## config.mk

```make
export PLATFORM = sky130hd
export DESIGN_NAME = stack_sequencer
export DESIGN_NICKNAME = d
export VERILOG_FILES = /design/src/rtl/stack_sequencer_pkg.sv /design/src/rtl/stack_sequencer.sv
export SDC_FILE = /design/constraint.sdc
export NUM_CORES = 1
export LEC_CHECK = 0
export ABC_AREA = 0
export CAP_MARGIN = 30
export CORE_ASPECT_RATIO = 0.6
export CORE_UTILIZATION = 40
export CTS_CLUSTER_DIAMETER = 200
export CTS_CLUSTER_SIZE = 30
export DETAILED_ROUTE_END_ITERATION = 10
export PLACE_DENSITY = 0.85
export SLEW_MARGIN = 10
export SYNTH_ARGS = -nofsm -noshare
export SYNTH_HDL_FRONTEND = slang
export SYNTH_SLANG_ARGS = --single-unit
```

## constraint.sdc

```tcl
create_clock -name clk -period 1.9 [get_ports clk]
set_input_delay 0.475 -clock clk [delete_from_list [all_inputs] [get_ports clk]]
set_output_delay 0.475 -clock clk [all_outputs]
set_load 0.005 [all_outputs]
```

## src/rtl/stack_sequencer_pkg.sv

```systemverilog
// stack_sequencer_pkg: shared stack-access constants and sequencer state encoding
package stack_sequencer_pkg;
    localparam logic [7:0] DEF_STACK_PAGE = 8'h01;
    localparam int DEF_MAX_BYTES = 3;
    typedef enum logic [2:0] {IDLE, PUSH, PULL_INC, PULL_RD, DONE} state_t;
endpackage

```

## src/rtl/stack_sequencer.sv

```systemverilog
// stack_sequencer: runs one multi-byte push/pull on page 1, pulsing the external SP register
module stack_sequencer
    import stack_sequencer_pkg::*;
#(
    parameter logic [7:0] STACK_PAGE = DEF_STACK_PAGE,
    parameter int MAX_BYTES = DEF_MAX_BYTES
) (
    input  logic                   clk,
    input  logic                   reset_n,
    input  logic                   req_valid,
    output logic                   req_ready,
    input  logic                   req_pull,
    input  logic [1:0]             req_len,
    input  logic [8*MAX_BYTES-1:0] push_data,
    output logic                   resp_valid,
    output logic [8*MAX_BYTES-1:0] pull_data,
    input  logic [7:0]             sp_cur,
    output logic                   sp_dec,
    output logic                   sp_inc,
    output logic                   mem_req,
    output logic                   mem_we,
    output logic [15:0]            mem_addr,
    output logic [7:0]             mem_wdata,
    input  logic [7:0]             mem_rdata,
    input  logic                   mem_ack
);
    state_t state, state_nx;
    logic [1:0] cnt, len_q, cnt_m1, lane;
    logic [8*MAX_BYTES-1:0] data_q;
    assign cnt_m1 = cnt - 2'd1;
    assign lane = len_q - cnt;
    always_ff @(posedge clk or negedge reset_n)
        if (!reset_n) state <= IDLE;
        else state <= state_nx;
    always_comb begin
        state_nx = state;
        case (state)
            IDLE:     if (req_valid) state_nx = req_len == 2'd0 ? DONE : req_pull ? PULL_INC : PUSH;
            PUSH:     if (mem_ack && cnt == 2'd1) state_nx = DONE;
            PULL_INC: state_nx = PULL_RD;
            PULL_RD:  if (mem_ack) state_nx = cnt == 2'd1 ? DONE : PULL_INC;
            DONE:     state_nx = IDLE;
            default:  state_nx = IDLE;
        endcase
    end
    always_comb begin
        req_ready  = state == IDLE;
        resp_valid = state == DONE;
        mem_req    = state == PUSH || state == PULL_RD;
        mem_we     = state == PUSH;
        sp_dec     = state == PUSH && mem_ack;
        sp_inc     = state == PULL_INC;
        mem_addr   = {STACK_PAGE, sp_cur};
        mem_wdata  = state == PUSH ? data_q[{cnt_m1, 3'b000} +: 8] : 8'h00;
    end
    // cnt counts bytes still to move; pushes take the highest remaining byte first
    always_ff @(posedge clk or negedge reset_n) begin
        if (!reset_n) begin
            cnt       <= '0;
            len_q     <= '0;
            data_q    <= '0;
            pull_data <= '0;
        end else begin
            if (req_valid && state == IDLE) begin
                cnt    <= req_len;
                len_q  <= req_len;
                data_q <= push_data;
            end
            if (mem_ack && (state == PUSH || state == PULL_RD)) cnt <= cnt_m1;
            if (mem_ack && state == PULL_RD) pull_data[{lane, 3'b000} +: 8] <= mem_rdata;
        end
    end
endmodule

```

Word level (Yosys, flattened, before mapping)
Index checks and enable logic that the tools add are counted. Widths: inputs -> output; s select.

Reduce and logical (&&, ||, !) cells: 10. Equality and inequality tests: 8. Muxes and demuxes: 11. Shift operators: 3. $add $sub $neg: 3.

Operators with widths (count): $bwmux 24 (1); $shift 8x7->24 const A (1); $shiftx 24x6->8 (1); $shiftx 8x7->24 (1); $mux 3 (5); $pmux 3 s4 (1); $mux 8 (1); $neg 5->7 (1); $eq 3x2->1 const B (2); $mux 2 (3); $logic_and 1x1->1 (5); $ne 2x2->1 const B (2); $eq 3x1->1 const B (1); $eq 3x3->1 const B (1); $logic_not 3->1 (1); $reduce_and 3->1 (1); $eq 2x1->1 const B (1); $logic_not 2->1 (1); $ne 2x1->1 const B (1); $reduce_bool 2->1 (1); $sub 2x1->2 const B (1); $sub 2x2->2 (1); $logic_or 1x1->1 (1).

Bits in registers: 55.

Longest topological paths before layout
Gate-level depths: netlist of run 1.

Depth after elaboration: 4. Depth in mapped cells: 7. Gate-level depth less buffers: 7.

Worst setup path after synthesis of run 1
Ideal clock, no wire load.

Path kind: register to output. Start point: register cnt[0]. End point: output mem_wdata[0]. Arrival: 1.571 ns. Path buffers: 1. Setup slack: -0.146 ns. Stages on the path, launching flop included: 6. Data required time: 1.425 ns. Path through: dfrtp_1 > ha_1 > clkbuf_1 > mux2_2 > a22oi_1 > nor2_1.

Cells in the longest elaborated chain, start to end: 3.

Ends and longest elaborated chain: from (decl) (line stack_sequencer.sv:28) `logic [1:0] cnt, len_q, cnt_m1, lane;`; from (signal assigned) (line stack_sequencer.sv:65) `cnt <= req_len;`; from (signal assigned) (line stack_sequencer.sv:69) `if (mem_ack && (state == PUSH || state == PULL_RD)) cnt <= cnt_m1;`; $sub 2x1->2 (line stack_sequencer.sv:30) `assign cnt_m1 = cnt - 2'd1;`; $shiftx 24x6->8 (line stack_sequencer.sv:54) `mem_wdata = state == PUSH ? data_q[{cnt_m1, 3'b000} +: 8] : 8'h00;`; $mux 8 (line stack_sequencer.sv:54); to (decl) (line stack_sequencer.sv:23) `output logic [7:0] mem_wdata,`.

No other way between the ends.

Worst setup path after layout of run 1
Start point: register cnt[1]. End point: output mem_wdata[5].

The elaborated chain is that of the path after synthesis.

==> results.txt, run 1 <==
The flow ran to the end, but the final reports show violations. The final reports fail on setup timing. The number of buffers between clock root and the deepest sink is 2. The setup check on the worst reg-to-reg path leaves a slack of 0 ns. The worst setup path is of the reg2out kind.

The wire length of the first global-routing pass is 10,400 microns. STA classifies the critical path endpoint as an output pin. The final cycle utilization of the critical path came out at 1.16. The count of yosys warnings during synthesis is 0.

The worst hold path belongs to the class in2async. The die is 109 microns wide. The first-iteration detailed-routing DRC count came out at 68.

The clock skew came out at 0.00558 ns. The share of the Yosys chip area taken by registers is 0.503. The net count of the finished layout came out at 369. At the end of routability-driven placement, the weighted congestion stood at 0.743. The die covers 7190 sq um. The worst-skew pair later-pin latency is 0.29 ns. STA classifies the critical path startpoint as a register.

The path depth of the worst reg2reg path came out at 8. The max-slew violation count came to 0. The worst-path maximum fanout is 4. The arrival time reported for the critical path endpoint came out at 1.73 ns. For this run, the total global-route usage over all layers was measured as 0.192. The share of synthesized area in the top cell type comes to 0.503. The multi-input gate area in the final layout came out at 1320 sq um. The floorplan die height is 66.1 microns. After floorplanning, the core was divided into 22 placement rows.

The number of antenna violations at the first check in global routing is 0. The count of endpoints failing setup in the final report came out at 9. Clock tree synthesis found a total of 55 sinks.

In the routed design, unresolved DRC markers number 0. The number of antenna cells inserted came out at 0. The number of synthesized register bits came out at 55. The per-cell via count in the routed design came out at 5.12.

During I/O placement, the number of pins put on the boundary was 101. Leaving out fill and tap cells, the most frequent cell in the layout is sky130_fd_sc_hd__clkdlybuf4s50_1. The HPWL after detailed placement is 4550 microns. In this run the clock root is driven by a sky130_fd_sc_hd__clkbuf_16. The total vias in the final route came out at 2,069. The effective utilization at floorplan is 0.430. The number of buffers created by CTS is 5. The hold violation total from the final report is 0. Across the run, the number of max-cap violations was 0.

The number of global-route vias before repair came to 2,008. TritonCTS built the clock tree. The final critical delay including setup and external delays came out at 2.21 ns. The library cells used most frequently in the layout, excluding fill and tap cells, are 60 x sky130_fd_sc_hd__clkdlybuf4s50_1, 55 x sky130_fd_sc_hd__dfrtp_1, 33 x sky130_fd_sc_hd__mux2_2. The maximum number of pins on one net before global-route repair came out at 56. Across the whole layout, storage elements account for 1380 sq um. The final critical-path setup slack came out at -0.306 ns.

The clock-pin slew reported for the worst setup and hold paths after clock tree synthesis is 0.07 ns. After floorplanning, the core was sized to cover 6360 sq um. The number of antenna-violating nets in the routed design is 0. The cell area after technology mapping is 2740 sq um. On the final layout, the worst hold slack is 0.165 ns. The synthesis-to-layout area growth is 46.1%. Of the cells placed in the final design, the portion with a size suffix greater than 1 is 0.338. The static leakage is 1.89 nW. Ranked by total cell area, the synthesized netlist is headed by sky130_fd_sc_hd__dfrtp_1 50%, sky130_fd_sc_hd__mux2_2 17%, sky130_fd_sc_hd__buf_4 4.9%, sky130_fd_sc_hd__mux2i_1 3.3%, sky130_fd_sc_hd__and4_1 2.6%.

The final layout contains routed wiring with a total length of 6650 microns. The largest voltage drop on the vdd net came out at 895 uV. Setup repair after global routing could not meet its margin everywhere.

For this run, the top clock speed supported by timing is 453 MHz. The required arrival time at the worst endpoint came out at 1.42 ns. The synthesized design spends more area on one cell type than any other, namely sky130_fd_sc_hd__dfrtp_1. During placement, the flow inserted port buffers numbering 76. After global routing the overflow that remains totals 0.

The count of TritonRoute iterations in the first routing pass came out at 4. The mean routed wirelength per cell came out at 16.5 microns. The count of cell types in the netlist came out at 34.

The utilization after layout came out at 0.629. The number of instances in the synthesized netlist came out at 233. The layout filler cell count is 488. The power density of the placed cells is 1930 nW/um^2. The synthesized area per cell came out at 11.7 sq um. The maximum level of the CTS H-tree is 2.
==> cell type report <==
class / instances / area share
inverters: 12 / 0.0113
repair buffers: 101 / 0.245
multi-input cells: 144 / 0.330
flip-flops and latches: 55 / 0.344
clock inverters: 2 / 0.00876
well taps: 84 / 0.0263
clock buffers: 6 / 0.0347
==> power by group <==
group          switching [mW]  leakage (nW)  total [mW]  internal (mW)
clock network           0.401        0.0868        1.06          0.656
logic                    1.95          1.12        4.65           2.70
registers               0.317         0.684        2.01           1.70
==> cell families after synthesis <==
family | Yosys count | synth area share
adders and majority gates | 3 | 0.0137
buffers and inverters | 40 | 0.0869
xor gates and xnor gates | 2 | 0.00640
and+or+nand+nor | 56 | 0.119
AOI/OAI and AO/OA | 25 | 0.0663
muxes | 50 | 0.202
DFF | 55 | 0.503
other | 2 | 0.00274
==> sequential cells by signal, summed over array words and instances (netlist names) <==
signal,cells
data_q,24
pull_data,24
state,3
cnt,2
len_q,2
==> metrics by stage <==
stage	total power, mW	area [sq um]	setup WS (ns)	instances	TNS, ns
finish	7.72	4000	-0.306	404	-2.36
global route	8.20	4000	-0.364	404	-3.19
CTS	7.08	3920	-0.334	401	-2.49
global placement	5.12	3600	-0.352	389	-5.84
detailed placement	5.24	3600	-0.389	389	-6.88
floorplan	3.92	2760	0.0125	239	0
==> final timing paths <==
path / from / end
worst max-delay path: cnt[1]$_DFFE_PN0P_ / mem_wdata[5]
worst min-delay path: reset_n / data_q[3]$_DFFE_PN0P_
worst max register to register: cnt[0]$_DFFE_PN0P_ / pull_data[19]$_DFFE_PN0P_
worst min register to register: pull_data[13]$_DFFE_PN0P_ / pull_data[13]$_DFFE_PN0P_
max in group asynchronous: reset_n / data_q[13]$_DFFE_PN0P_
min in group clk: pull_data[13]$_DFFE_PN0P_ / pull_data[13]$_DFFE_PN0P_
==> worst max-delay path, cell delays in order (launching register included) <==
cell                      delay, ns
sky130_fd_sc_hd__dfrtp_1       0.37
sky130_fd_sc_hd__inv_2         0.05
sky130_fd_sc_hd__ha_4          0.28
sky130_fd_sc_hd__buf_6         0.12
sky130_fd_sc_hd__mux2_4        0.30
sky130_fd_sc_hd__a22oi_2       0.15
sky130_fd_sc_hd__nor2_1        0.05
sky130_fd_sc_hd__buf_2         0.12
==> synth_stat cells <==
cell	number
sky130_fd_sc_hd__nor4b_2	1
sky130_fd_sc_hd__inv_1	12
sky130_fd_sc_hd__nor2_1	16
sky130_fd_sc_hd__o211ai_1	1
sky130_fd_sc_hd__o32ai_1	1
sky130_fd_sc_hd__nor3b_1	1
sky130_fd_sc_hd__mux2_2	41
sky130_fd_sc_hd__buf_2	4
sky130_fd_sc_hd__nor2b_1	9
sky130_fd_sc_hd__nor3_1	1
sky130_fd_sc_hd__o21a_1	2
sky130_fd_sc_hd__and4_1	8
sky130_fd_sc_hd__and2_1	2
sky130_fd_sc_hd__ha_1	3
sky130_fd_sc_hd__buf_6	2
sky130_fd_sc_hd__a32oi_1	1
sky130_fd_sc_hd__a21o_1	8
sky130_fd_sc_hd__nand2_1	10
sky130_fd_sc_hd__dfrtp_1	55
sky130_fd_sc_hd__nand2b_1	3
sky130_fd_sc_hd__and4b_1	1
sky130_fd_sc_hd__conb_1	2
sky130_fd_sc_hd__xor2_1	1
sky130_fd_sc_hd__xnor2_1	1
sky130_fd_sc_hd__clkbuf_1	4
sky130_fd_sc_hd__buf_4	18
sky130_fd_sc_hd__nand3_2	1
sky130_fd_sc_hd__a22oi_1	7
sky130_fd_sc_hd__a21oi_1	3
sky130_fd_sc_hd__or3b_1	1
sky130_fd_sc_hd__mux2i_1	9
sky130_fd_sc_hd__nand3b_1	2
sky130_fd_sc_hd__o21ai_0	1
sky130_fd_sc_hd__a221oi_1	1
==> routing by layer <==
metal | up-vias | track usage | part of all wire
li1 | 957 | - | -
met1 | 1039 | 0.277 | 0.50
met2 | 69 | 0.292 | 0.44
met3 | 4 | 0.0443 | 0.055
met4 | 0 | 0.0422 | 0.0044
met5 | - | 0 | 0
==> timing repair <==
action                     CTS  global route
setup buffers                5             4
pin swaps                   17            17
hold buffers                 0             0
setup endpoints to repair   21            33
cloned                       0             1
resized for setup           74            12
Power figures use the tool's default switching activity.
==> inputs of run 2 (changes only) <==
--- a/config.mk
+++ b/config.mk
@@ -8,6 +8,7 @@
 export ABC_AREA = 0
 export CAP_MARGIN = 30
 export CORE_ASPECT_RATIO = 0.6
+export CORE_MARGIN = 3
 export CORE_UTILIZATION = 40
 export CTS_CLUSTER_DIAMETER = 200
 export CTS_CLUSTER_SIZE = 30
==> run 2 against run 1 <==
Compared with the run above: the flow still finishes with violations (setup timing); die area is 10% higher; setup slack got worse by 0.11 ns; register-to-register slack worse by 0.03 ns.
==> results.txt, run 2 (synthesized netlist as in run 1, its figures left out) <==
The fmax was 433 MHz (was 453 MHz). The count of standard-cell rows is 22 (unchanged). The number of placed I/O pins is 101 (unchanged). The effective utilization at floorplan came out at 0.430 (unchanged).

The arrival time reported for the critical path endpoint is 1.84 ns (was 1.73 ns). The synthesis-to-layout area growth is 49.5% (was 46.1%). The count of TritonRoute iterations in the first routing pass is 4 (unchanged). The most common cell after layout, fill and taps aside is sky130_fd_sc_hd__clkdlybuf4s50_1 (unchanged).

The number of buffers created by CTS is 5 (unchanged). The switching share of total power is 0.358 (was 0.345). The worst-path maximum fanout is 6 (was 4). The final critical delay including setup and external delays was 2.31 ns (was 2.21 ns). The count of unresolved DRC violations after routing is 0 (unchanged).

The net count of the finished layout is 382 (was 369). The global-route met3 utilization came to 0.0416 (was 0.0443). The sequential cell fraction of total power is 0.257 (was 0.261). The static leakage came out at 1.94 nW (was 1.89 nW). The total vias in the final route is 2,074 (was 2,069). The delay of the slowest cell on the worst path came out at 0.42 ns (was 0.37 ns). The max-cap violation count is 0 (unchanged). The class of the worst hold path is in2async (unchanged). RSZ-0062 raised after global routing: yes (unchanged). The maximum level of the CTS H-tree is 2 (unchanged). Cell chain of the critical path: ha_4, buf_12, buf_6, mux2_4, a22oi_2, nor2_1, buf_2 (was inv_2, ha_4, buf_6, mux2_4, a22oi_2, nor2_1, buf_2). The element type at the critical path start is a register (unchanged). The logic gate share of total power came to 0.629 (was 0.602). The total wire length after detailed routing is 7320 microns (was 6650 microns). The maximum number of pins on one net before global-route repair came to 56 (unchanged). The ratio of cells with drive above 1 in the final layout is 0.367 (was 0.338). The power density of the placed cells is 1930 nW/um^2 (about the same).

The net switching power of the design is 2.83 mW (was 2.66 mW). The global-route congestion overflow total came out at 0 (unchanged). The sort of element at the end of the critical path is an output pin (unchanged). The number of buffers between clock root and the deepest sink is 2 (unchanged).

The number of clock sinks came out at 55 (unchanged). The clock-pin slew reported for the worst setup and hold paths after clock tree synthesis is 0.06 ns (was 0.07 ns). The clock tree from TritonCTS is done (unchanged). The floorplan die height is 70.1 microns (was 66.1 microns). The cell type of the slowest stage on the worst timing path is sky130_fd_sc_hd__dfrtp_1 (unchanged). The number of antenna-violating nets in the routed design came out at 0 (unchanged). The hold violation total from the final report came out at 0 (unchanged).

The worst-skew pair later-pin latency came out at 0.28 ns (was 0.29 ns). The final cycle utilization of the critical path came out at 1.22 (was 1.16). The family with the most delay on the worst path is flip-flops (unchanged). The number of global-route vias before repair came out at 2,257 (was 2,008).

The first-iteration detailed-routing DRC count is 77 (was 68). The max-slew violation count came out at 0 (unchanged). The summed negative setup slack over all endpoints is -2.87 ns (was -2.36 ns). The share of total power in the clock network is 0.113 (was 0.137). Outcome: finished, violations left (unchanged). The HPWL after detailed placement came to 4870 microns (was 4550 microns). The internal power contribution is 5.08 mW (was 5.05 mW). The required arrival time at the worst endpoint is 1.42 ns (about the same). The wire length of the first global-routing pass is 11,800 microns (was 10,400 microns). The met2 capacity usage during global routing came out at 0.298 (was 0.292). The met1 capacity usage during global routing is 0.266 (was 0.277). The post-placement setup slack is -0.586 ns (was -0.389 ns). The path type of the worst setup path is reg2out (unchanged).

The total global routing track utilization is 0.189 (was 0.192). The non-filler instance count after layout came out at 416 (was 404). The count of input and output buffers was 76 (unchanged).

The buffer cell driving the clock tree root is sky130_fd_sc_hd__clkbuf_16 (unchanged). The number of antenna violations at the first check in global routing is 0 (unchanged). The number of antenna cells inserted is 0 (unchanged). The standard cell core area is 6360 sq um (unchanged).

The largest voltage drop on the vdd net came out at 1140 uV (was 895 uV). Violations in the final reports: setup timing (unchanged). Biggest regs: data_q: 24 flops, pull_data: 24 flops, state: 3 flops (unchanged). The highest-utilization routing layer at the global route stage is met2 (unchanged). The number of cells after detailed placement came to 389 (unchanged). The total buffers and inverters traversed by the critical path is 3 (unchanged).

The final estimated routing congestion in global placement came out at 0.850 (was 0.743). The overall power of the completed layout came out at 7.91 mW (was 7.72 mW). The count of endpoints failing setup in the final report came out at 15 (was 9). The final critical-path setup slack is -0.411 ns (was -0.306 ns). The per-cell via count in the routed design is 4.99 (was 5.12). The mean routed wirelength per cell came out at 17.6 microns (was 16.5 microns). The die footprint was 7900 sq um (was 7190 sq um). Top library cells by usage in the layout, fill and taps aside: 60 x sky130_fd_sc_hd__clkdlybuf4s50_1, 55 x sky130_fd_sc_hd__dfrtp_1, 34 x sky130_fd_sc_hd__mux2_2 (was 60 x sky130_fd_sc_hd__clkdlybuf4s50_1, 55 x sky130_fd_sc_hd__dfrtp_1, 33 x sky130_fd_sc_hd__mux2_2). The die extent in x is 113 microns (was 109 microns). The clock skew came out at 0.00371 ns (was 0.00558 ns).
## run 2: cell types whose count changed in the layout (fill, tap and decap cells not counted), sizes merged
cell    delta
buf       +13
bufinv     -1
## run 2: path summary, 6_finish.rpt
kind                                           start                         to  cells past startpoint  slack (ns)
min                                          reset_n     data_q[18]$_DFFE_PN0P_                      2        0.18
min reg2reg                pull_data[12]$_DFFE_PN0P_  pull_data[12]$_DFFE_PN0P_                      1        0.48
max in group asynchronous                    reset_n       state[2]$_DFFE_PN0P_                      2        1.48
max                               cnt[0]$_DFFE_PN0P_               mem_wdata[2]                      7       -0.41
max reg2reg                       cnt[0]$_DFFE_PN0P_  pull_data[20]$_DFFE_PN0P_                      8       -0.03
min in group clk           pull_data[12]$_DFFE_PN0P_  pull_data[12]$_DFFE_PN0P_                      1        0.48
## run 2: what timing repair did
action | in CTS | in global routing
gates resized for setup | 71 | 28
endpoints found under the hold margin | 0 | 0
pin swaps | 16 | 18
setup endpoints to repair | 23 | 35
hold buffers | 0 | 0
setup buffers | 14 | 5
cloned | 1 | 1
## run 2: layout make-up
class | count | area [sq um]
fill | 507 | 2270
multi-input combinational | 144 | 1340
clock inverter | 1 | 5.00
tap | 84 | 105
inverter | 12 | 45.0
timing repair buffer | 114 | 1080
sequential | 55 | 1380
clock buffer | 6 | 139
## run 2: per-stage QoR
stage	instance area, sq um	util	hold slack, ns
6_report	4090	0.643	0.178
3_3_place_gp	3600	0.566	0.468
2_1_floorplan	2760	-	0.179
3_5_place_dp	3600	0.566	0.470
5_1_grt	4090	0.643	0.199
4_1_cts	3950	0.621	0.189
## run 2: routing by layer
metal,routed length (microns),vias up
li1,-,977
met4,71,0
met3,349,6
met5,0,-
met1,3540,1029
met2,3360,62
## run 2: power groups by stage
stage / Clock (mW) / Combinational, mW / Sequential, mW
global route: 0.964 / 5.37 / 2.09
finish: 0.898 / 4.98 / 2.03
CTS: 0.922 / 4.34 / 2.01
detailed placement: 0 / 3.26 / 2.00
global placement: 0 / 3.12 / 1.98
floorplan: 0 / 1.99 / 1.94
## run 2: worst reg2reg max path: cells and delay by family (launching register included)
family,cells,cell delay [ns]
adder cells (fa/ha/maj),2,0.50
XOR/XNOR,1,0.13
buffers and inverters,3,0.45
AND/OR/NAND/NOR,1,0.06
multiplexers,1,0.26
flip-flops,1,0.42
==> inputs of run 3 (changes only) <==
--- a/config.mk
+++ b/config.mk
@@ -5,15 +5,16 @@
 export SDC_FILE = /design/constraint.sdc
 export NUM_CORES = 1
 export LEC_CHECK = 0
-export ABC_AREA = 0
+export ABC_AREA = 1
+export ABC_CLOCK_PERIOD_IN_PS = 1900
 export CAP_MARGIN = 30
 export CORE_ASPECT_RATIO = 0.6
 export CORE_MARGIN = 3
-export CORE_UTILIZATION = 40
+export CORE_UTILIZATION = 41
 export CTS_CLUSTER_DIAMETER = 200
 export CTS_CLUSTER_SIZE = 30
 export DETAILED_ROUTE_END_ITERATION = 10
-export PLACE_DENSITY = 0.85
+export PLACE_DENSITY = 0.86
 export SLEW_MARGIN = 10
 export SYNTH_ARGS = -nofsm -noshare
 export SYNTH_HDL_FRONTEND = slang
==> run 3 against run 2 <==
Compared with the run above: the run still ends with setup timing left; clock power rose by 2%; combinational power fell by 4.2%; non-clock buffer count is the same; largest power group unchanged; highest routed layer unchanged.
==> results.txt, run 3 <==
The number of synthesized register bits came out at 55 (unchanged). The synthesized area per cell came to 7.24 sq um (was 11.7 sq um). The first-iteration detailed-routing DRC count was 196 (was 77). The net count of the finished layout is 543 (was 382).

The die extent in x is 113 microns (about the same). The top-area cell type share of the netlist area was 0.486 (was 0.503). The ratio of cells with drive above 1 in the final layout came out at 0.229 (was 0.367).

The number of antenna violations at the first check in global routing is 0 (unchanged). The maximum level of the CTS H-tree is 2 (unchanged). The largest voltage drop on the vdd net is 728 uV (was 1140 uV). The delay of the slowest cell on the worst path came out at 0.44 ns (was 0.42 ns).

The final cycle utilization of the critical path is 1.11 (was 1.22). The global-route met3 utilization came out at 0.0528 (was 0.0416). The number of buffers between clock root and the deepest sink is 2 (unchanged). The count of endpoints failing setup in the final report was 32 (was 15).

The standard cell core area came out at 6390 sq um (was 6360 sq um). The reg-to-reg startpoint is cnt[0]$_DFFE_PN0P_ (unchanged). The worst-skew pair later-pin latency came out at 0.29 ns (was 0.28 ns). The buffer cell driving the clock tree root was sky130_fd_sc_hd__clkbuf_16 (unchanged). The count of standard-cell rows is 22 (unchanged). Violations in the final reports: setup timing (unchanged). The class of the worst hold path is in2async (unchanged).

RSZ-0062 raised after global routing: yes (unchanged). Cell types occupying the most area after synthesis: sky130_fd_sc_hd__dfrtp_1 49%, sky130_fd_sc_hd__nand2_1 25%, sky130_fd_sc_hd__buf_4 4.8%, sky130_fd_sc_hd__nor2_1 4.6%, sky130_fd_sc_hd__o21ai_0 4.2% (was sky130_fd_sc_hd__dfrtp_1 50%, sky130_fd_sc_hd__mux2_2 17%, sky130_fd_sc_hd__buf_4 4.9%, sky130_fd_sc_hd__mux2i_1 3.3%, sky130_fd_sc_hd__and4_1 2.6%). The number of antenna cells inserted is 0 (unchanged). The cell type of the slowest stage on the worst timing path was sky130_fd_sc_hd__dfrtp_2 (was sky130_fd_sc_hd__dfrtp_1). The final critical-path setup slack came to -0.202 ns (was -0.411 ns). The die footprint was 7980 sq um (was 7900 sq um). The clock skew is 0.00648 ns (was 0.00371 ns). The cell with the most instances after synthesis is sky130_fd_sc_hd__nand2_1 (was sky130_fd_sc_hd__dfrtp_1). The smallest hold slack is 0.143 ns (was 0.178 ns). The maximum number of pins on one net before global-route repair came out at 29 (was 56). The arrival time reported for the critical path endpoint came to 2.28 ns (was 1.84 ns). The mean routed wirelength per cell came out at 15.3 microns (was 17.6 microns). The final estimated routing congestion in global placement came out at 0.885 (was 0.850).

The overall power of the completed layout is 7.64 mW (was 7.91 mW). The non-filler instance count after layout came out at 578 (was 416). The wire length of the first global-routing pass is 13,500 microns (was 11,800 microns). The max-slew violation count came out at 0 (unchanged). The highest-utilization routing layer at the global route stage is met2 (unchanged). The floorplan die height is 70.4 microns (was 70.1 microns).

Cell chain of the critical path: buf_4, buf_4, ha_1, xnor2_1, ha_1, clkinv_4, nand2_2, inv_1, nand2_1, nand2_1 (was ha_4, buf_12, buf_6, mux2_4, a22oi_2, nor2_1, buf_2). The count of cell types in the netlist is 20 (was 34). The number of instances in the synthesized netlist is 391 (was 233). The element type at the critical path start is a register (unchanged).

Cell types with the highest counts after synthesis: 189 x sky130_fd_sc_hd__nand2_1, 55 x sky130_fd_sc_hd__dfrtp_1, 35 x sky130_fd_sc_hd__nor2_1 (was 55 x sky130_fd_sc_hd__dfrtp_1, 41 x sky130_fd_sc_hd__mux2_2, 18 x sky130_fd_sc_hd__buf_4). The sort of element at the end of the critical path is a register (was output pin). The summed negative setup slack over all endpoints came out at -4.32 ns (was -2.87 ns).

The fmax is 476 MHz (was 433 MHz). The met2 capacity usage during global routing is 0.313 (was 0.298). The most area-hungry cell type in the Yosys netlist was sky130_fd_sc_hd__dfrtp_1 (unchanged). The most common cell after layout, fill and taps aside is sky130_fd_sc_hd__nand2_1 (was sky130_fd_sc_hd__clkdlybuf4s50_1). The count of TritonRoute iterations in the first routing pass came to 5 (was 4). The required arrival time at the worst endpoint is 2.08 ns (was 1.42 ns). The per-cell via count in the routed design is 5.01 (was 4.99). The hold violation total from the final report came out at 0 (unchanged). Biggest regs: data_q: 24 flops, pull_data: 24 flops, state: 3 flops (unchanged). The effective utilization at floorplan came out at 0.444 (was 0.430).

The max-cap violation count was 0 (unchanged). The number of global-route vias before repair was 2,792 (was 2,257). The family with the most delay on the worst path was adder cells (was flip-flops). The number of buffers created by CTS is 5 (unchanged). The power density of the placed cells came out at 1820 nW/um^2 (was 1930 nW/um^2).

The cell area after technology mapping came out at 2830 sq um (was 2740 sq um). The total vias in the final route is 2,895 (was 2,074). The worst-path maximum fanout came to 8 (was 6). Top library cells by usage in the layout, fill and taps aside: 172 x sky130_fd_sc_hd__nand2_1, 60 x sky130_fd_sc_hd__clkdlybuf4s50_1, 54 x sky130_fd_sc_hd__dfrtp_1 (was 60 x sky130_fd_sc_hd__clkdlybuf4s50_1, 55 x sky130_fd_sc_hd__dfrtp_1, 34 x sky130_fd_sc_hd__mux2_2). The critical path launch point was cnt[0]$_DFFE_PN0P_ (unchanged). The total global routing track utilization came to 0.211 (was 0.189). The number of clock sinks was 55 (unchanged).

The count of input and output buffers was 76 (unchanged). The clock-pin slew reported for the worst setup and hold paths after clock tree synthesis is 0.07 ns (was 0.06 ns). The count of unresolved DRC violations after routing is 0 (unchanged). The fraction of registers with async set/reset came out at 1.00 (unchanged). The number of cells after detailed placement is 552 (was 389). The path type of the worst setup path was reg2reg (was reg2out). The count of yosys warnings during synthesis came out at 0 (unchanged). The static leakage was 2.28 nW (was 1.94 nW). The final critical delay including setup and external delays is 2.10 ns (was 2.31 ns). The prevailing post-synth register cell was sky130_fd_sc_hd__dfrtp_1 (unchanged). The met1 capacity usage during global routing was 0.302 (was 0.266). The global-route congestion overflow total is 0 (unchanged). The number of placed I/O pins is 101 (unchanged). The total buffers and inverters traversed by the critical path came to 4 (was 3). The total wire length after detailed routing is 8840 microns (was 7320 microns). The synthesis-to-layout area growth is 48.2% (was 49.5%). The post-placement setup slack is -0.397 ns (was -0.586 ns). The HPWL after detailed placement is 5820 microns (was 4870 microns).

The clock tree from TritonCTS was done (unchanged). The sequential fraction of the synthesis area came out at 0.486 (was 0.503). Outcome: finished, violations left (unchanged). The number of synthesized flops with an enable pin was 0 (unchanged). The number of antenna-violating nets in the routed design came out at 0 (unchanged).
-- run 3: cell types whose count changed in the layout (fill, tap and decap cells not counted), moves of 9 or more --
cell | previous run | this run
sky130_fd_sc_hd__nor2_1 | 12 | 23
sky130_fd_sc_hd__mux2_2 | 34 | 0
sky130_fd_sc_hd__buf_4 | 20 | 29
sky130_fd_sc_hd__nor2_4 | 2 | 11
sky130_fd_sc_hd__nand2_1 | 10 | 172
sky130_fd_sc_hd__nand2_2 | 0 | 10
sky130_fd_sc_hd__inv_1 | 10 | 26
sky130_fd_sc_hd__o21ai_0 | 1 | 16
-- run 3: cell families after synthesis --
family / count (synthesis) / share of synthesized area
adders and majority gates: 3 / 0.0133
other: 2 / 0.00265
DFF: 55 / 0.486
buffers and inverters: 60 / 0.105
xor gates and xnor gates: 1 / 0.00309
AOI/OAI and AO/OA: 35 / 0.0627
and+or+nand+nor: 235 / 0.327
-- run 3: layout make-up --
class | count | area [sq um]
repair buffers | 114 | 1040
clock buffers | 5 | 125
multi-input cells | 282 | 1380
inverters | 35 | 148
clock inverters | 3 | 18.8
flip-flops and latches | 55 | 1380
well taps | 84 | 105
fillers | 522 | 2190
-- run 3: final timing paths --
check                      slack (ns)                         to  cells after the start
max                             -0.20  pull_data[17]$_DFFE_PN0P_                     10
min                              0.14      data_q[0]$_DFFE_PN0P_                      1
max reg2reg                     -0.20  pull_data[17]$_DFFE_PN0P_                     10
min reg2reg                      0.48   pull_data[7]$_DFFE_PN0P_                      2
max in group asynchronous        1.20   pull_data[9]$_DFFE_PN0P_                      2
min in group clk                 0.48   pull_data[7]$_DFFE_PN0P_                      2
-- run 3: through the flow --
step	cell area, sq um	utilization
floorplan	2860	-
global placement	3710	0.581
detailed placement	3710	0.581
CTS	4010	0.628
global route	4200	0.657
finish	4200	0.657
-- run 3: layer usage --
layer / wire [microns] / vias to the layer above
met4: 291 / 0
met2: 3990 / 156
met5: 0 / -
met1: 3790 / 1348
li1: - / 1363
met3: 767 / 28
-- run 3: repair_timing --
item | 4_1_cts | 5_1_grt
pin swaps | 15 | 18
endpoints found under the setup margin | 14 | 34
buffers inserted | 11 | 5
cloned | 2 | 0
hold buffers | 0 | 0
gates resized for setup | 77 | 51
-- run 3: where the power goes --
group          switching (mW)  leakage [nW]  internal [mW]  total, mW
Sequential              0.307         0.715           1.65       1.96
Clock                   0.423        0.0740          0.490      0.912
Combinational            2.75          1.49           2.02       4.77
